`src/rtl/lsu_pkg.sv`:
```
// Shared types and helpers for the load/store unit memory bridge.
package lsu_pkg;

  typedef enum logic [1:0] {
    IDLE,
    ACCESS,
    RESP
  } lsu_state_t;

  typedef enum logic [1:0] {
    SZ_BYTE,
    SZ_HALF,
    SZ_WORD,
    SZ_DWORD
  } lsu_size_t;

  // Widest bus supported (64-bit data) has eight byte lanes.
  localparam int MAX_LANES = 8;

  // Byte-enable pattern for an access of the given size starting at lane ofs.
  function automatic logic [MAX_LANES-1:0] lane_mask(input lsu_size_t size,
                                                     input logic [2:0] ofs);
    logic [MAX_LANES-1:0] base;
    case (size)
      SZ_BYTE: base = 8'h01;
      SZ_HALF: base = 8'h03;
      SZ_WORD: base = 8'h0F;
      default: base = 8'hFF;
    endcase
    return base << ofs;
  endfunction

endpackage

```
`src/rtl/lsu_lane_align.sv`:
```
// Byte-lane steering: byte enables, store-data replication, load-data extraction.
module lsu_lane_align
  import lsu_pkg::*;
#(
  parameter  int DATA_W = 32,
  localparam int LANES  = DATA_W / 8,
  localparam int OFS_W  = $clog2(LANES)
) (
  input  lsu_size_t         size,
  input  logic [OFS_W-1:0]  ofs,
  input  logic [DATA_W-1:0] wdata,
  input  logic [DATA_W-1:0] mem_rdata,
  output logic [LANES-1:0]  be,
  output logic [DATA_W-1:0] wdata_rep,
  output logic [DATA_W-1:0] rdata
);

  int nbytes;
  logic [DATA_W-1:0] shifted;

  assign nbytes  = 1 << size;
  assign be      = LANES'(lane_mask(size, 3'(ofs)));
  assign shifted = mem_rdata >> {ofs, 3'b000};

  // Replicate the low access-size bytes of the store data across every lane.
  always_comb begin
    // NOTE: every output of a combinational block gets a default first, so no
    // path can leave it unassigned and infer a latch.
    wdata_rep = '0;
    for (int i = 0; i < LANES; i++) begin
      wdata_rep[8*i +: 8] = wdata[8*(i & (nbytes - 1)) +: 8];
    end
  end

  // Right-align the addressed bytes and zero everything above the access size.
  always_comb begin
    rdata = '0;
    for (int i = 0; i < LANES; i++) begin
      if (i < nbytes) rdata[8*i +: 8] = shifted[8*i +: 8];
    end
  end

endmodule

```
`src/rtl/lsu_mem_bridge.sv`:
```
// Load/store bridge between the CPU datapath and a variable-latency data memory.
// One access in flight at a time; the CPU stalls on busy until resp_valid.
module lsu_mem_bridge
  import lsu_pkg::*;
#(
  parameter  int DATA_W  = 32,
  parameter  int ADDR_W  = 32,
  parameter  int TIMEOUT = 16,
  localparam int LANES   = DATA_W / 8,
  localparam int OFS_W   = $clog2(LANES)
) (
  input  logic              clk,
  input  logic              rst,
  input  logic              req_valid,
  output logic              req_ready,
  input  logic              req_write,
  input  logic [1:0]        req_size,
  input  logic [ADDR_W-1:0] req_addr,
  input  logic [DATA_W-1:0] req_wdata,
  output logic              resp_valid,
  output logic [DATA_W-1:0] resp_rdata,
  output logic              resp_err,
  output logic              busy,
  output logic              mem_req,
  output logic              mem_we,
  output logic [ADDR_W-1:0] mem_addr,
  output logic [LANES-1:0]  mem_be,
  output logic [DATA_W-1:0] mem_wdata,
  input  logic              mem_ack,
  input  logic [DATA_W-1:0] mem_rdata
);

  localparam int CNT_W = $clog2(TIMEOUT + 1);

  lsu_state_t        state_q, state_d;
  logic [ADDR_W-1:0] addr_q;
  lsu_size_t         size_q;
  logic              write_q;
  logic [DATA_W-1:0] wdata_q;
  logic [CNT_W-1:0]  cnt_q;
  logic [DATA_W-1:0] rdata_q;
  logic              err_q;

  lsu_size_t         req_sz;
  logic [OFS_W-1:0]  low_mask;
  logic              size_ok;
  logic              req_ok;
  logic              timeout_hit;
  logic [LANES-1:0]  lane_be;
  logic [DATA_W-1:0] lane_wdata;
  logic [DATA_W-1:0] lane_rdata;

  // A request is legal when the size fits the bus and the address is size-aligned.
  assign req_sz      = lsu_size_t'(req_size);
  assign low_mask    = OFS_W'((1 << req_size) - 1);
  assign size_ok     = (req_sz != SZ_DWORD) || (DATA_W == 64);
  assign req_ok      = size_ok && ((req_addr[OFS_W-1:0] & low_mask) == '0);
  assign timeout_hit = (cnt_q == CNT_W'(TIMEOUT - 1));

  lsu_lane_align #(.DATA_W(DATA_W)) u_align (
    .size      (size_q),
    .ofs       (addr_q[OFS_W-1:0]),
    .wdata     (wdata_q),
    .mem_rdata (mem_rdata),
    .be        (lane_be),
    .wdata_rep (lane_wdata),
    .rdata     (lane_rdata)
  );

  // State register; reset aborts any access in flight without a response.
  always_ff @(posedge clk or negedge rst) begin
    // NOTE: sequential state uses non-blocking assignments so every flop
    // samples the values present before the clock edge.
    if (!rst) state_q <= IDLE;
    else      state_q <= state_d;
  end

  // Next-state and handshake outputs decoded from the current state.
  always_comb begin
    state_d    = state_q;
    req_ready  = 1'b0;
    busy       = 1'b0;
    mem_req    = 1'b0;
    resp_valid = 1'b0;
    case (state_q)
      IDLE: begin
        req_ready = 1'b1;
        if (req_valid) state_d = req_ok ? ACCESS : RESP;
      end
      ACCESS: begin
        busy    = 1'b1;
        mem_req = 1'b1;
        // An ack in the final counted cycle still completes the access.
        if (mem_ack || timeout_hit) state_d = RESP;
      end
      RESP: begin
        busy       = 1'b1;
        resp_valid = 1'b1;
        state_d    = IDLE;
      end
      default: state_d = IDLE;
    endcase
  end

  // Request latch, timeout counter and response registers.
  always_ff @(posedge clk or negedge rst) begin
    if (!rst) begin
      addr_q  <= '0;
      size_q  <= SZ_BYTE;
      write_q <= 1'b0;
      wdata_q <= '0;
      cnt_q   <= '0;
      rdata_q <= '0;
      err_q   <= 1'b0;
    end else begin
      case (state_q)
        IDLE: begin
          cnt_q <= '0;
          if (req_valid) begin
            err_q <= !req_ok;
            if (req_ok) begin
              addr_q  <= req_addr;
              size_q  <= req_sz;
              write_q <= req_write;
              wdata_q <= req_wdata;
            end
          end
        end
        ACCESS: begin
          if (mem_ack) begin
            err_q <= 1'b0;
            if (!write_q) rdata_q <= lane_rdata;
          end else if (timeout_hit) begin
            err_q   <= 1'b1;
            rdata_q <= '0;
          end else begin
            cnt_q <= cnt_q + 1'b1;
          end
        end
        default: ;
      endcase
    end
  end

  // Memory-side signals are only driven while the access is outstanding.
  assign mem_we     = mem_req & write_q;
  assign mem_addr   = mem_req ? {addr_q[ADDR_W-1:OFS_W], {OFS_W{1'b0}}} : '0;
  assign mem_be     = mem_req ? lane_be : '0;
  assign mem_wdata  = mem_req ? lane_wdata : '0;
  assign resp_rdata = rdata_q;
  assign resp_err   = resp_valid & err_q;

endmodule

```
`config.mk`:
```
export PLATFORM = sky130hd
export DESIGN_NAME = lsu_mem_bridge
export DESIGN_NICKNAME = d
export VERILOG_FILES = /design/src/rtl/lsu_pkg.sv /design/src/rtl/lsu_lane_align.sv /design/src/rtl/lsu_mem_bridge.sv
export SDC_FILE = /design/constraint.sdc
export NUM_CORES = 1
export LEC_CHECK = 0
export CORE_MARGIN = 2
export CORE_UTILIZATION = 35
export CTS_CLUSTER_DIAMETER = 50
export DETAILED_ROUTE_END_ITERATION = 8
export PLACE_DENSITY = 0.72
export SYNTH_ARGS = -nofsm -noshare
export SYNTH_HDL_FRONTEND = slang
export SYNTH_SLANG_ARGS = --single-unit
```
`constraint.sdc`:
```
create_clock -name clk -period 2.5 [get_ports clk]
set_clock_uncertainty 0.05 [all_clocks]
set_input_delay 0.375 -clock clk [delete_from_list [all_inputs] [get_ports clk]]
set_output_delay 0.375 -clock clk [all_outputs]
set_load 0.005 [all_outputs]
```
# Word-level counts from Yosys, hierarchy flattened
# Cells that the tools add are included.
word_totals:
  word_cells: 77
  mem_bits_rw: 0
  mem_bits_ro: 0
  latchBits: 0
  regBits: 107
  input_bits: 103
  output_inout_bits: 106
  memories: 0
classes:
  order_cmp: 4
  mul: 0
  n_eq_ne: 12
  n_mux: 26
  div_mod_pow: 0
  n_addsub: 3
  n_reduce_logical: 14
  n_bitwise: 3
  shift: 7
op_table:
  columns: ["operator", "count"]
  rows:
  - ["$mux 32", 5]
  - ["$lt 3x32->1 const A", 2]
  - ["$shiftx 32x6->8", 2]
  - ["$lt 1x32->1 const A", 1]
  - ["$lt 2x32->1 const A", 1]
  - ["$mux 8", 4]
  - ["$shiftx 32x5->8", 1]
  - ["$shl 1x2->32 const A", 1]
  - ["$shr 32x5->32", 1]
  - ["$pmux 8 s3", 1]
  - ["$ne 2x2->1 const B", 6]
  - ["$reduce_and 3->1", 4]
  - ["$mux 5", 2]
  - ["$pmux 5 s2", 1]
  - ["$shl 8x2->4", 1]
  - ["$mux 1", 7]
  - ["$logic_not 2->1", 3]
  - ["$mux 2", 3]
  - ["$add 5x1->5 const B", 1]
  - ["$eq 5x4->1 const B", 1]
  - ["$eq 2x1->1 const B", 2]
  - ["$eq 2x2->1 const B", 2]
  - ["$mux 4", 1]
  - ["$pmux 2 s2", 1]
  - ["other kinds (12)", 15]

# Logic depth before layout (Yosys ltp)
# Gate-level depths: netlist (run 1).
depth:
  depth_word: 8
  depth_mapped: 8
  mapped_depth_nobuf: 6

# Modules after synthesis
# Synthesis (run 1) repeated with hierarchy kept, for this count alone.
unflattened:
  hier_cells: 541
  hier_area_um2: 5979.5
by_module_without_submodules:
  columns: ["mod", "cells_each", "seq_area_each_um2", "instances", "area_each_um2"]
  rows:
  - ["lsu_mem_bridge", 407, 2677.6, 1, 4865.9]
  - ["lsu_lane_align", 134, 0.0, 1, 1113.6]

# Worst setup path before layout (run 1)
# OpenSTA, ideal clock, no wires.
synth_timing:
  path_type: "register to output"
  startpoint: "reg size_q[1]"
  endpoint: "out mem_wdata[22]"
  n_path_buf: 2
  t_required_ns: 2.075
  t_arrival_ns: 1.931
  path_stages_with_launch: 8
  setup_slack_ns: 0.144
  path_cell_list: "dfrtp_1 nor2_2 inv_1 ha_1 buf_2 buf_1 mux2i_1 nor2_1"
synth_between:
  elab_chain_len: 4
synth_lines:
  columns: ["item", "line_no", "source"]
  rows:
  - ["from (decl)", "lsu_mem_bridge.sv:37", "lsu_size_t size_q;"]
  - ["from (signal assigned)", "lsu_mem_bridge.sv:123", "size_q <= req_sz;"]
  - ["$shl 1x2->32", "lsu_lane_align.sv:21", "assign nbytes = 1 << size;"]
  - ["$sub 2x2->2", null, null]
  - ["$shiftx 32x6->8", "lsu_lane_align.sv:31", "wdata_rep[8*i +: 8] = wdata[8*(i & (nbytes - 1)) +: 8];"]
  - ["$mux 32", "lsu_mem_bridge.sv:149", "assign mem_wdata = mem_req ? lane_wdata : '0;"]
  - ["to (decl)", "lsu_mem_bridge.sv:28", "output logic [DATA_W-1:0] mem_wdata,"]
# No other way between the ends.

# Worst setup path in the final report (run 1)
layout_timing:
  startpoint: "reg size_q[1]"
  endpoint: "out mem_wdata[12]"
layout_between:
  elab_chain_len: 4
layout_lines:
  columns: ["item", "line_no"]
  rows:
  - ["$shl 1x2->32", "lsu_lane_align.sv:21"]
  - ["$sub 2x2->2", null]
  - ["$shiftx 32x5->8", "lsu_lane_align.sv:31"]
  - ["$mux 32", "lsu_mem_bridge.sv:149"]
# No other way between the ends.

==> results of run 1 <==
[area by class of cell]
class,count,area [um2],share of cell area
inverter,7,26.3,0.00312
clock inverter,5,83.8,0.00997
clock buffer,11,253,0.0301
timing repair buffer,251,2440,0.290
sequential,107,2680,0.319
multi-input combinational,313,2660,0.316
tap,211,264,0.0314
[kinds of logic (layout without fill, tap and decap cells)]
family | count (synthesis) | after routing | synth area share
AOI/OAI and AO/OA | 92 | 92 | 0.128
xor gates and xnor gates | 1 | 1 | 0.00160
adders and majority gates | 6 | 6 | 0.0137
buffers and inverters | 44 | 274 | 0.0445
DFF | 107 | 107 | 0.489
muxes | 102 | 102 | 0.202
other | 1 | 2 | 0.000684
and+or+nand+nor | 110 | 110 | 0.121
[per-layer routing]
layer / track usage / up-vias / share of wire
met5: 0 / - / 0
met4: 0.0729 / 0 / 0.017
met3: 0.0615 / 16 / 0.087
met2: 0.331 / 213 / 0.46
met1: 0.266 / 2295 / 0.44
li1: - / 2130 / -
[through the flow]
step                      hold WS (ps)  instance area, um2  setup slack (ps)  std cells
after floorplan                   29.4                5480               144        464
after global placement             418                7820               113        870
after detailed placement           420                7820              37.4        870
after CTS                         52.1                8330              -189        898
after global routing              81.4                8410              -214        905
final                             37.6                8410              -155        905
[layout by cell type (no fill, tap or decap), types with 6 or more instances in the layout]
master             n
inv_1              6
o2bb2ai_1         15
dfrtp_1          105
a22o_1            17
or3b_2             8
clkbuf_16          9
nor2b_1           11
a21oi_2            7
nand2_1           14
a21o_1             8
mux2_2            68
nor2_1            10
mux2i_1           34
clkdlybuf4s50_1  178
a32o_1             8
dlygate4sd2_1     19
a211o_1            9
and2_1            40
buf_4             38
o21ai_0           15
nor4_1             8
[worst max-delay path: cells and delay by family, from the launching register on]
kind	cells	cell delay [ps]
flip-flops	1	470
AND/OR/NAND/NOR	1	470
buffers and inverters	2	720
AO/OA/AOI/OAI	1	230
[registers in the layout, indices dropped and copies added, names as in the netlist]
name / flops
addr_q: 32
cnt_q: 5
err_q: 1
resp_rdata: 32
size_q: 2
state_q: 2
wdata_q: 32
write_q: 1
[report_power, final]
part           internal, mW  leakage, nW  switching [mW]
sequential             2.50         1.33           0.564
clock                 0.937        0.158           0.650
combinational          2.63         2.21            1.84
total                  6.07         3.70            3.06
[cells in the mapped netlist, types with 3 or more instances]
| library cell | number |
|---|---|
| buf_6 | 7 |
| or3b_2 | 9 |
| or3_1 | 3 |
| dfrtp_1 | 107 |
| nor2b_1 | 11 |
| mux2_2 | 68 |
| a32o_1 | 8 |
| inv_1 | 7 |
| mux2i_1 | 34 |
| and2_1 | 40 |
| buf_1 | 4 |
| nand2_1 | 14 |
| a21oi_1 | 12 |
| a211o_1 | 9 |
| buf_2 | 9 |
| a21o_1 | 8 |
| ha_1 | 6 |
| nor3_1 | 5 |
| clkbuf_1 | 13 |
| nor4_1 | 8 |
| o21ai_0 | 15 |
| nor2_1 | 10 |
| o22ai_1 | 3 |
| o2bb2ai_1 | 15 |
| buf_4 | 4 |
| a22o_1 | 17 |
[path summary, 6_finish.rpt]
| path | from | to | cells past startpoint |
|---|---|---|---|
| max | size_q[1]$_DFFE_PN0P_ | mem_wdata[12] | 4 |
| min | rst | resp_rdata[17]$_DFFE_PN0P_ | 1 |
| max reg2reg | cnt_q[0]$_DFFE_PN0P_ | cnt_q[3]$_DFFE_PN0P_ | 6 |
| min reg2reg | resp_rdata[21]$_DFFE_PN0P_ | resp_rdata[21]$_DFFE_PN0P_ | 1 |
| max in group asynchronous | rst | addr_q[27]$_DFFE_PN0P_ | 2 |
| min in group clk | resp_rdata[21]$_DFFE_PN0P_ | resp_rdata[21]$_DFFE_PN0P_ | 1 |
[repair_timing]
action,CTS,global route
setup buffers,11,5
pin swaps,8,4
hold buffers,0,0
gates cloned,1,2
setup endpoints to repair,55,52
resized for setup,46,19
==> run_results.csv, run 1 <==
group,metric,value,unit
worst_setup_path,path_cells,"buf_4 > or3b_2 > a21oi_2 > clkdlybuf4s50_1",
synthesis,mapped_cells,463,
routing,finalWirelength,17200,um
min_path,worst_hold_path_type,"input pin to asynchronous set/reset pin",
die,floorplan.core_area,15300,um2
clocking,clk-insertion-delay-late,340,ps
routing,drt-initial-drc-count,251,
die,die_h,129,um
power_and_ir_drop,reported_leakage_power,3.70,nW
grt,overflow,0,
synthesis,synth.largest_area_cell,"dfrtp_1",
grt,gr-usage-all-layers,0.206,
synthesis,ys_async_sr_fraction,1.00,
synthesis,synth_area_leaders,"dfrtp_1, mux2_2, mux2i_1",
sta,final.min_clock_period,2650,ps
clocking,cts_tree,"done",
clocking,clock-sinks,107,
synthesis,netlist.area_leader.share,0.489,
cells_and_area,fin_util,0.551,
synthesis,dominantRegCellSynth,"dfrtp_1",
worst_setup_path,critPathCaptureType,"output pin",
synthesis,synth_area,5480,um2
worst_setup_path,timing.critical_path.from_type,"register",
synthesis,synth-seq-cells,107,
place,dp_hpwl,12500,um
sta,post-route-worst-setup-slack,-155,ps
synthesis,ys_warn_count,0,
run_status,failing_checks,"setup timing",
grt,grt_first_pass_wirelength,26800,um
cells_and_area,nets_finish,798,
routing,route.detailed.drc,0,
worst_setup_path,timing.reg2reg.setup_slack,380,ps
synthesis,synth_enable_flop_cells,0,
routing,routedWlPerCell,19.1,um
worst_setup_path,ws_path_type,"register to output pin",
worst_setup_path,critPathArrivalTime,2230,ps
sta,maxSlewHeadroom,0.527,
worst_setup_path,worst_path_largest_cell_delay,560,ps
job,max_cap_violations,0,
die,ios,209,
sta,finalMaxSlewViolations,0,
sta,worstMarginPinSlew,709,ps
grt,via_count_of_the_first_global_routing_pass,4977,
clocking,clock_tree.root_cell,"clkbuf_16",
routing,route.detailed.vias_per_inst,5.14,
die,floorplan.initialDensity,0.359,
place,portbufs,206,
clocking,cts_buffers,9,
grt,grt_max_degree,54,
routing,routed-via-count,4654,
run_status,result_of_the_run,"finished with violations",
cells_and_area,area.growth.synth_to_final,53.4,%
sta,setup_total_negative_slack,-526,ps
synthesis,synthesis.area_per_instance,11.8,um2
power_and_ir_drop,power,9.12,mW
place,gp_congestion,0.862,
sta,hold_violations,0,
routing,drt_first_pass_iters,4,
cells_and_area,antenna-diode-count,0,
power_and_ir_drop,power_per_cell_area,1080,nW/um2
power_and_ir_drop,vdd_drop_max,540,uV
die,rows,45,
sta,setup-violations-final,7,
grt,antenna_found_initial,0,
sta,min_period_over_period,1.06,
worst_setup_path,worst_path_max_delay_cell,"clkdlybuf4s50_1",
sta,rsz0062_at_grt,"yes",
routing,antenna_left,0,
clocking,cts-root-to-sink-buffers,2,
clocking,clk_transition_reported_paths,70,ps
cells_and_area,fillerInstances,1309,
cells_and_area,post_route_cells_drive_above_1_share,0.235,
sta,achievable-frequency,0.377,GHz
die,die_width,129,um
clocking,cts-htree-levels,3,
die,floorplan.die_area,16700,um2
worst_setup_path,critPathRequiredTime,2080,ps
synthesis,ys_seq_area_frac,0.489,
worst_setup_path,worstPathMaxFanout,7,
synthesis,synth_cell_types,41,
Note: power is estimated with default switching activity, not from simulation.
==> run 2, diff against run 1 <==
ABC_AREA = 1   (was unset)
CORE_ASPECT_RATIO = 1.1   (was unset)
CORE_UTILIZATION = 45   (was 35)
PLACE_DENSITY = 0.87   (was 0.72)
==> run 2 against run 1 <==
The flow now finishes without violations. Combinational power fell by 7.6%. Final cell count increased by 30%. Final area is essentially flat. Sequential share of layout area about the same. Worst setup slack better by 200 ps. Synthesized area increased by 4.2%. Register-to-register slack improved by 360 ps. Non-clock buffer count decreased by 7. Via count rose by 30%. Clock power shrank 4%. Critical path type unchanged. Largest cell class unchanged.
==> run_results.csv, run 2 <==
group,metric,value,unit
routing,routedWlPerCell,15.0,um
sta,final.min_clock_period,2450,ps
worst_setup_path,reg2reg_from,"state_q[1]$_DFFE_PN0P_",
worst_setup_path,critPathArrivalTime,2030,ps
die,floorplan.die_area,13600,um2
synthesis,synth.largest_area_cell,"dfrtp_1",
place,portbufs,206,
clocking,cts-root-to-sink-buffers,2,
die,die_width,111,um
synthesis,synth_cell_types,24,
min_path,worst_hold_path.num_cells,2,
synthesis,ys_seq_area_frac,0.469,
synthesis,synthAdderAreaFrac,0.0131,
die,floorplan.core_area,12500,um2
synthesis,ys_warn_count,0,
sta,min_period_over_period,0.981,
sta,rsz0062_at_grt,"yes",
place,dp_hpwl,12500,um
synthesis,synth_mux_area_frac,0,
routing,route.detailed.vias_per_inst,5.14,
sta,maxSlewHeadroom,0.609,
worst_setup_path,critical-path-top-delay-family,"buffers and inverters",
die,ios,209,
sta,finalMaxSlewViolations,0,
grt,gr-usage-all-layers,0.255,
die,die_h,122,um
synthesis,synth_area_leaders,"dfrtp_1, nand2_1, nand3_1",
routing,finalWirelength,17700,um
worst_setup_path,worst_r2r_endpoint,"wdata_q[17]$_DFFE_PN0P_",
worst_setup_path,critPathCaptureType,"output pin",
grt,antenna_found_initial,0,
clocking,clock_tree.root_cell,"clkbuf_16",
cells_and_area,mostFrequentLayoutCell,"nand2_1",
worst_setup_path,ws_path_type,"register to output pin",
synthesis,dominantRegCellSynth,"dfrtp_1",
grt,via_count_of_the_first_global_routing_pass,5606,
clocking,cts_tree,"done",
power_and_ir_drop,vdd_drop_max,842,uV
routing,drt-initial-drc-count,481,
die,rows,43,
clocking,cts_buffers,9,
run_status,result_of_the_run,"completed",
min_path,worst_hold_path_type,"register to register",
synthesis,netlist.area_leader.share,0.469,
synthesis,synthSimpleGateAreaFrac,0.360,
worst_setup_path,worst_path_max_delay_cell,"clkdlybuf4s50_1",
worst_setup_path,worstPathMaxFanout,18,
worst_setup_path,path_cells,"inv_1 > nand2_2 > buf_4 > nand2_1 > o21ai_1 > and2_1 > clkdlybuf4s50_1",
routing,route.detailed.drc,0,
sta,worstMarginPinSlew,586,ps
cells_and_area,nets_finish,1123,
sta,setup-violations-final,0,
synthesis,synth-seq-cells,107,
sta,achievable-frequency,0.408,GHz
synthesis,synth_area,5710,um2
synthesis,synth.top_cells.by_count,"nand2_1, nand3_1, dfrtp_1",
cells_and_area,post_route_cells_drive_above_1_share,0.0716,
worst_setup_path,crit_cells,7,
clocking,clock-sinks,107,
synthesis,synth_enable_flop_cells,0,
sta,hold_violations,0,
worst_setup_path,worst_path_largest_cell_delay,500,ps
die,floorplan.initialDensity,0.458,
min_path,hold_path.startpoint,"addr_q[2]$_DFFE_PN0P_",
cells_and_area,antenna-diode-count,0,
clocking,clk-insertion-delay-late,340,ps
grt,grt_max_degree,67,
clocking,cts-htree-levels,3,
routing,routed-via-count,6042,
power_and_ir_drop,reported_leakage_power,4.51,nW
synthesis,post_synth_xor_area_fraction,0,
synthesis,ys_async_sr_fraction,1.00,
synthesis,mapped_cells,808,
routing,drt_first_pass_iters,5,
cells_and_area,final_cell_mix,"nand2_1, clkdlybuf4s50_1, nand3_1",
synthesis,synth-compound-area-share,0.0635,
worst_setup_path,timing.reg2reg.setup_slack,740,ps
synthesis,post-synth-top-count-cell,"nand2_1",
job,max_cap_violations,0,
worst_setup_path,critical_path_buffer_and_inverter_count,3,
cells_and_area,area.growth.synth_to_final,47.1,%
worst_setup_path,critPathRequiredTime,2080,ps
worst_setup_path,timing.critical_path.from_type,"register",
synthesis,largest_family_of_logic_cells_by_synthesized_area,"simple AND/OR/NAND/NOR gates",
min_path,whs_endpoint,"addr_q[2]$_DFFE_PN0P_",
worst_setup_path,timing.reg2reg.worst_path_depth,7,
grt,overflow,0,
synthesis,synthesis.area_per_instance,7.07,um2
power_and_ir_drop,power,8.67,mW
routing,antenna_left,0,
place,gp_congestion,0.888,
clocking,clk_transition_reported_paths,80,ps
grt,grt_first_pass_wirelength,27900,um
cells_and_area,fin_util,0.673,
power_and_ir_drop,power_per_cell_area,1030,nW/um2
-- run 2: cell count changes after synthesis, moves of 17 or more --
cell,change
nand2_1,+338
nand3_1,+108
mux2_2,-68
inv_1,+61
and2_1,-39
mux2i_1,-34
nor2_1,+30
buf_2,+23
o21ai_0,+21
a22o_1,-17
-- run 2: worst max-delay path by stage --
stage                                     start       endpoint  slack [ps]
after floorplan           size_q[1]$_DFFE_PN0P_  mem_wdata[24]         320
after global placement    size_q[1]$_DFFE_PN0P_  mem_wdata[26]         100
after detailed placement  size_q[1]$_DFFE_PN0P_  mem_wdata[26]          20
after CTS                 size_q[1]$_DFFE_PN0P_  mem_wdata[19]           1
after global routing      size_q[1]$_DFFE_PN0P_  mem_wdata[21]         -90
final                     size_q[0]$_DFFE_PN0P_  mem_wdata[15]          50
-- run 2: cell type report --
cell class,instances,area (um2)
Clock buffer,9,225
Clock inverter,7,93.8
Fill cell,1016,4080
Inverter,71,270
Multi-Input combinational cell,581,2540
Sequential cell,107,2680
Tap cell,157,196
Timing Repair Buffer,244,2400
-- run 2: layer usage --
layer | global-route usage | vias up | wire length [um]
met1 | 0.330 | 2799 | 6950
met2 | 0.422 | 281 | 8550
met5 | 0 | - | 0
met3 | 0.0682 | 28 | 1790
li1 | - | 2934 | -
met4 | 0.0833 | 0 | 397
-- run 2: timing repair --
| item | 4_1_cts | 5_1_grt |
|---|---|---|
| endpoints found under the hold margin | 25 | 0 |
| buffers inserted | 8 | 8 |
| pin swaps | 0 | 5 |
| setup endpoints to repair | 19 | 52 |
| resized for setup | 21 | 23 |
| hold buffers | 1 | 0 |
-- run 2: worst reg2reg max path: stages (launching register included) --
cell	delay, ps
dfrtp_1	410
inv_1	120
ha_1	250
nand2_1	80
inv_2	170
buf_4	330
nand3_1	200
nand2_1	100
-- run 2: power breakdown --
| part | internal [mW] | switching [mW] | leakage (nW) |
|---|---|---|---|
| clock network | 0.808 | 0.715 | 0.158 |
| logic | 1.98 | 2.16 | 2.98 |
| registers | 2.45 | 0.565 | 1.37 |
-- run 2: through the flow --
step	std cells	worst slack (ps)	instance area, um2	hold slack, ps	setup TNS [ps]
after floorplan	809	316	5720	29.4	0
after global placement	1143	103	7920	264	0
after detailed placement	1143	18.4	7920	272	0
after CTS	1168	1.23	8320	427	0
after global routing	1176	-90.6	8400	447	-264
final	1176	47.7	8400	424	0
-- run 2: cell families (layout without fill, tap and decap cells) --
kind of cell / count (synthesis) / after routing
compound gates: 67 / 67
fa+ha+maj: 6 / 6
buf+inv: 121 / 331
flops: 107 / 107
other cells: 1 / 2
simple gates: 506 / 506
==> run 3, diff against run 2 <==
SKIP_LAST_GASP = 1   (was unset)
==> run 3 against run 2 <==
Fmax is 1.6% lower. Non-clock buffer count unchanged. Final cell count is the same. Critical path depth rose by 1. Via count rose by 0.12%. Sequential power about the same. Sequential share of layout area is essentially flat. First-iteration DRC count rose by 15%. Register-to-register slack about the same. Worst setup slack got worse by 39 ps.
==> run_results.csv, run 3 (synthesized netlist as in run 2, its figures left out) <==
group,metric,value,unit
sta,finalMaxSlewViolations,0,
power_and_ir_drop,pwr-share-seq,0.347,
power_and_ir_drop,cellInternalPower,5.25,mW
power_and_ir_drop,combinational_share_of_power,0.478,
grt,overflow,0,
place,dp_hpwl,12500,um
place,postPlaceCellArea,7920,um2
worst_setup_path,critPathArrivalTime,2070,ps
run_status,result_of_the_run,"completed",
worst_setup_path,worst_r2r_endpoint,"addr_q[14]$_DFFE_PN0P_",
grt,gr-usage-all-layers,0.255,
die,die_h,122,um
worst_setup_path,timing.reg2reg.worst_path_depth,8,
power_and_ir_drop,p_switching,3.47,mW
clocking,cts-root-to-sink-buffers,2,
job,max_cap_violations,0,
cells_and_area,antenna-diode-count,0,
cells_and_area,fillerInstances,1014,
min_path,worst_hold_path.num_cells,2,
clocking,clk_transition_reported_paths,70,ps
worst_setup_path,path_cells,"inv_1 > nand2_2 > ha_4 > buf_12 > clkinvlp_4 > nor2_2 > nor2_1 > clkdlybuf4s50_1",
sta,final.min_clock_period,2490,ps
sta,rsz0062_at_grt,"yes",
clocking,cts-htree-levels,3,
routing,drt_first_pass_iters,5,
worst_setup_path,critical_path_buffer_and_inverter_count,4,
cells_and_area,fin_util,0.673,
sta,hold_violations,0,
routing,finalWirelength,17800,um
place,gp_congestion,0.888,
routing,routed-via-count,6049,
worst_setup_path,worst_path_max_delay_cell,"clkdlybuf4s50_1",
worst_setup_path,critPathRequiredTime,2080,ps
clocking,clock_tree.root_cell,"clkbuf_16",
worst_setup_path,critical-path-top-delay-family,"buffers and inverters",
routing,route.detailed.drc,0,
min_path,worst_hold_path_type,"register to register",
die,die_width,111,um
routing,routedWlPerCell,15.2,um
worst_setup_path,timing.reg2reg.setup_slack,740,ps
cells_and_area,design_area,8410,um2
grt,via_count_of_the_first_global_routing_pass,5606,
worst_setup_path,worst_path_largest_cell_delay,440,ps
cells_and_area,final_cell_mix,"nand2_1, clkdlybuf4s50_1, nand3_1",
power_and_ir_drop,power,8.71,mW
grt,antenna_found_initial,0,
cells_and_area,nets_finish,1123,
min_path,whs_endpoint,"addr_q[22]$_DFFE_PN0P_",
sta,achievable-frequency,0.401,GHz
worst_setup_path,worstPathMaxFanout,7,
die,floorplan.die_area,13600,um2
clocking,cts_tree,"done",
routing,route.detailed.vias_per_inst,5.14,
clocking,cts_buffers,9,
routing,antenna_left,0,
worst_setup_path,ws_path_type,"register to output pin",
worst_setup_path,critPathCaptureType,"output pin",
worst_setup_path,timing.critical_path.from_type,"register",
die,rows,43,
power_and_ir_drop,clock_power_share,0.175,
sta,worstMarginPinSlew,584,ps
min_path,hold_path.startpoint,"addr_q[22]$_DFFE_PN0P_",
clocking,clock-sinks,107,
cells_and_area,mostFrequentLayoutCell,"nand2_1",
cells_and_area,post_route_cells_drive_above_1_share,0.0726,
worst_setup_path,reg2reg_from,"state_q[0]$_DFFE_PN0P_",
sta,maxSlewHeadroom,0.610,
sta,min_period_over_period,0.996,
grt,grt_first_pass_wirelength,27900,um
place,portbufs,206,
clocking,clk-insertion-delay-late,340,ps
power_and_ir_drop,vdd_drop_max,801,uV
power_and_ir_drop,netSwitchingFraction,0.398,
power_and_ir_drop,reported_leakage_power,4.48,nW
die,floorplan.initialDensity,0.458,
grt,grt_max_degree,67,
cells_and_area,area.growth.synth_to_final,47.2,%
routing,drt-initial-drc-count,555,
die,floorplan.core_area,12500,um2
die,ios,209,
power_and_ir_drop,power_per_cell_area,1040,nW/um2
sta,setup-violations-final,0,
run 3: cell types whose count changed in the layout (fill, tap and decap cells not counted), sizes merged:
cell / delta
dlymetal6s2s: -1
buf: -1
clkdlybuf4s15: +1
dlygate4sd2: -2
clkbuf: +1
clkdlybuf4s50: +2
run 3: metrics by stage:
| stage | hold WS [ps] | TNS [ps] | setup slack [ps] | std cells |
|---|---|---|---|---|
| 2_1_floorplan | 29.4 | 0 | 316 | 809 |
| 3_3_place_gp | 264 | 0 | 103 | 1143 |
| 3_5_place_dp | 272 | 0 | 18.4 | 1143 |
| 4_1_cts | 427 | -88.8 | -82.7 | 1168 |
| 5_1_grt | 447 | -427 | -89.9 | 1176 |
| 6_report | 424 | 0 | 8.76 | 1176 |
run 3: power groups by stage:
stage	logic [mW]	registers [mW]	clock network, mW
2_1_floorplan	2.11	2.86	0
5_1_grt	4.61	3.11	1.61
6_report	4.16	3.02	1.53
3_5_place_dp	3.77	3.03	0
3_3_place_gp	3.69	3.02	0
4_1_cts	3.94	3.00	1.55
run 3: final cells by class:
type	count	area (um2)	share of cell area
flip-flops and latches	107	2680	0.319
multi-input cells	581	2540	0.302
repair buffers	244	2400	0.286
inverters	71	270	0.0322
clock buffers	9	225	0.0268
well taps	157	196	0.0234
clock inverters	7	93.8	0.0112
run 3: worst reg2reg max path: cells and delay by family (launching register included):
kind	cells	cell delay, ps
flip-flops	1	410
adder cells (fa/ha/maj)	1	260
AND/OR/NAND/NOR	4	420
buffers and inverters	3	580
run 3: timing repair:
item,4_1_cts,5_1_grt
endpoints found under the setup margin,19,53
pin swaps,0,3
buffers inserted,8,8
gates resized for setup,19,26
hold buffers,1,0
endpoints found under the hold margin,25,0
run 3: metal layers:
metal | routed length (um) | share of wire | up-vias | GRT usage
met5 | 0 | 0 | - | 0
li1 | - | - | 2934 | -
met3 | 1870 | 0.11 | 32 | 0.0682
met2 | 8540 | 0.48 | 325 | 0.422
met4 | 437 | 0.025 | 0 | 0.0833
met1 | 6970 | 0.39 | 2758 | 0.330
run 3: worst max-delay path by stage:
stage | startpoint | to | slack (ps) | depth (start not counted)
floorplan | size_q[1]$_DFFE_PN0P_ | mem_wdata[24] | 320 | 8
global placement | size_q[1]$_DFFE_PN0P_ | mem_wdata[26] | 100 | 8
detailed placement | size_q[1]$_DFFE_PN0P_ | mem_wdata[26] | 20 | 8
CTS | size_q[1]$_DFFE_PN0P_ | mem_wdata[26] | -80 | 8
global route | size_q[0]$_DFFE_PN0P_ | mem_wdata[19] | -90 | 8
finish | size_q[0]$_DFFE_PN0P_ | mem_wdata[19] | 9 | 8
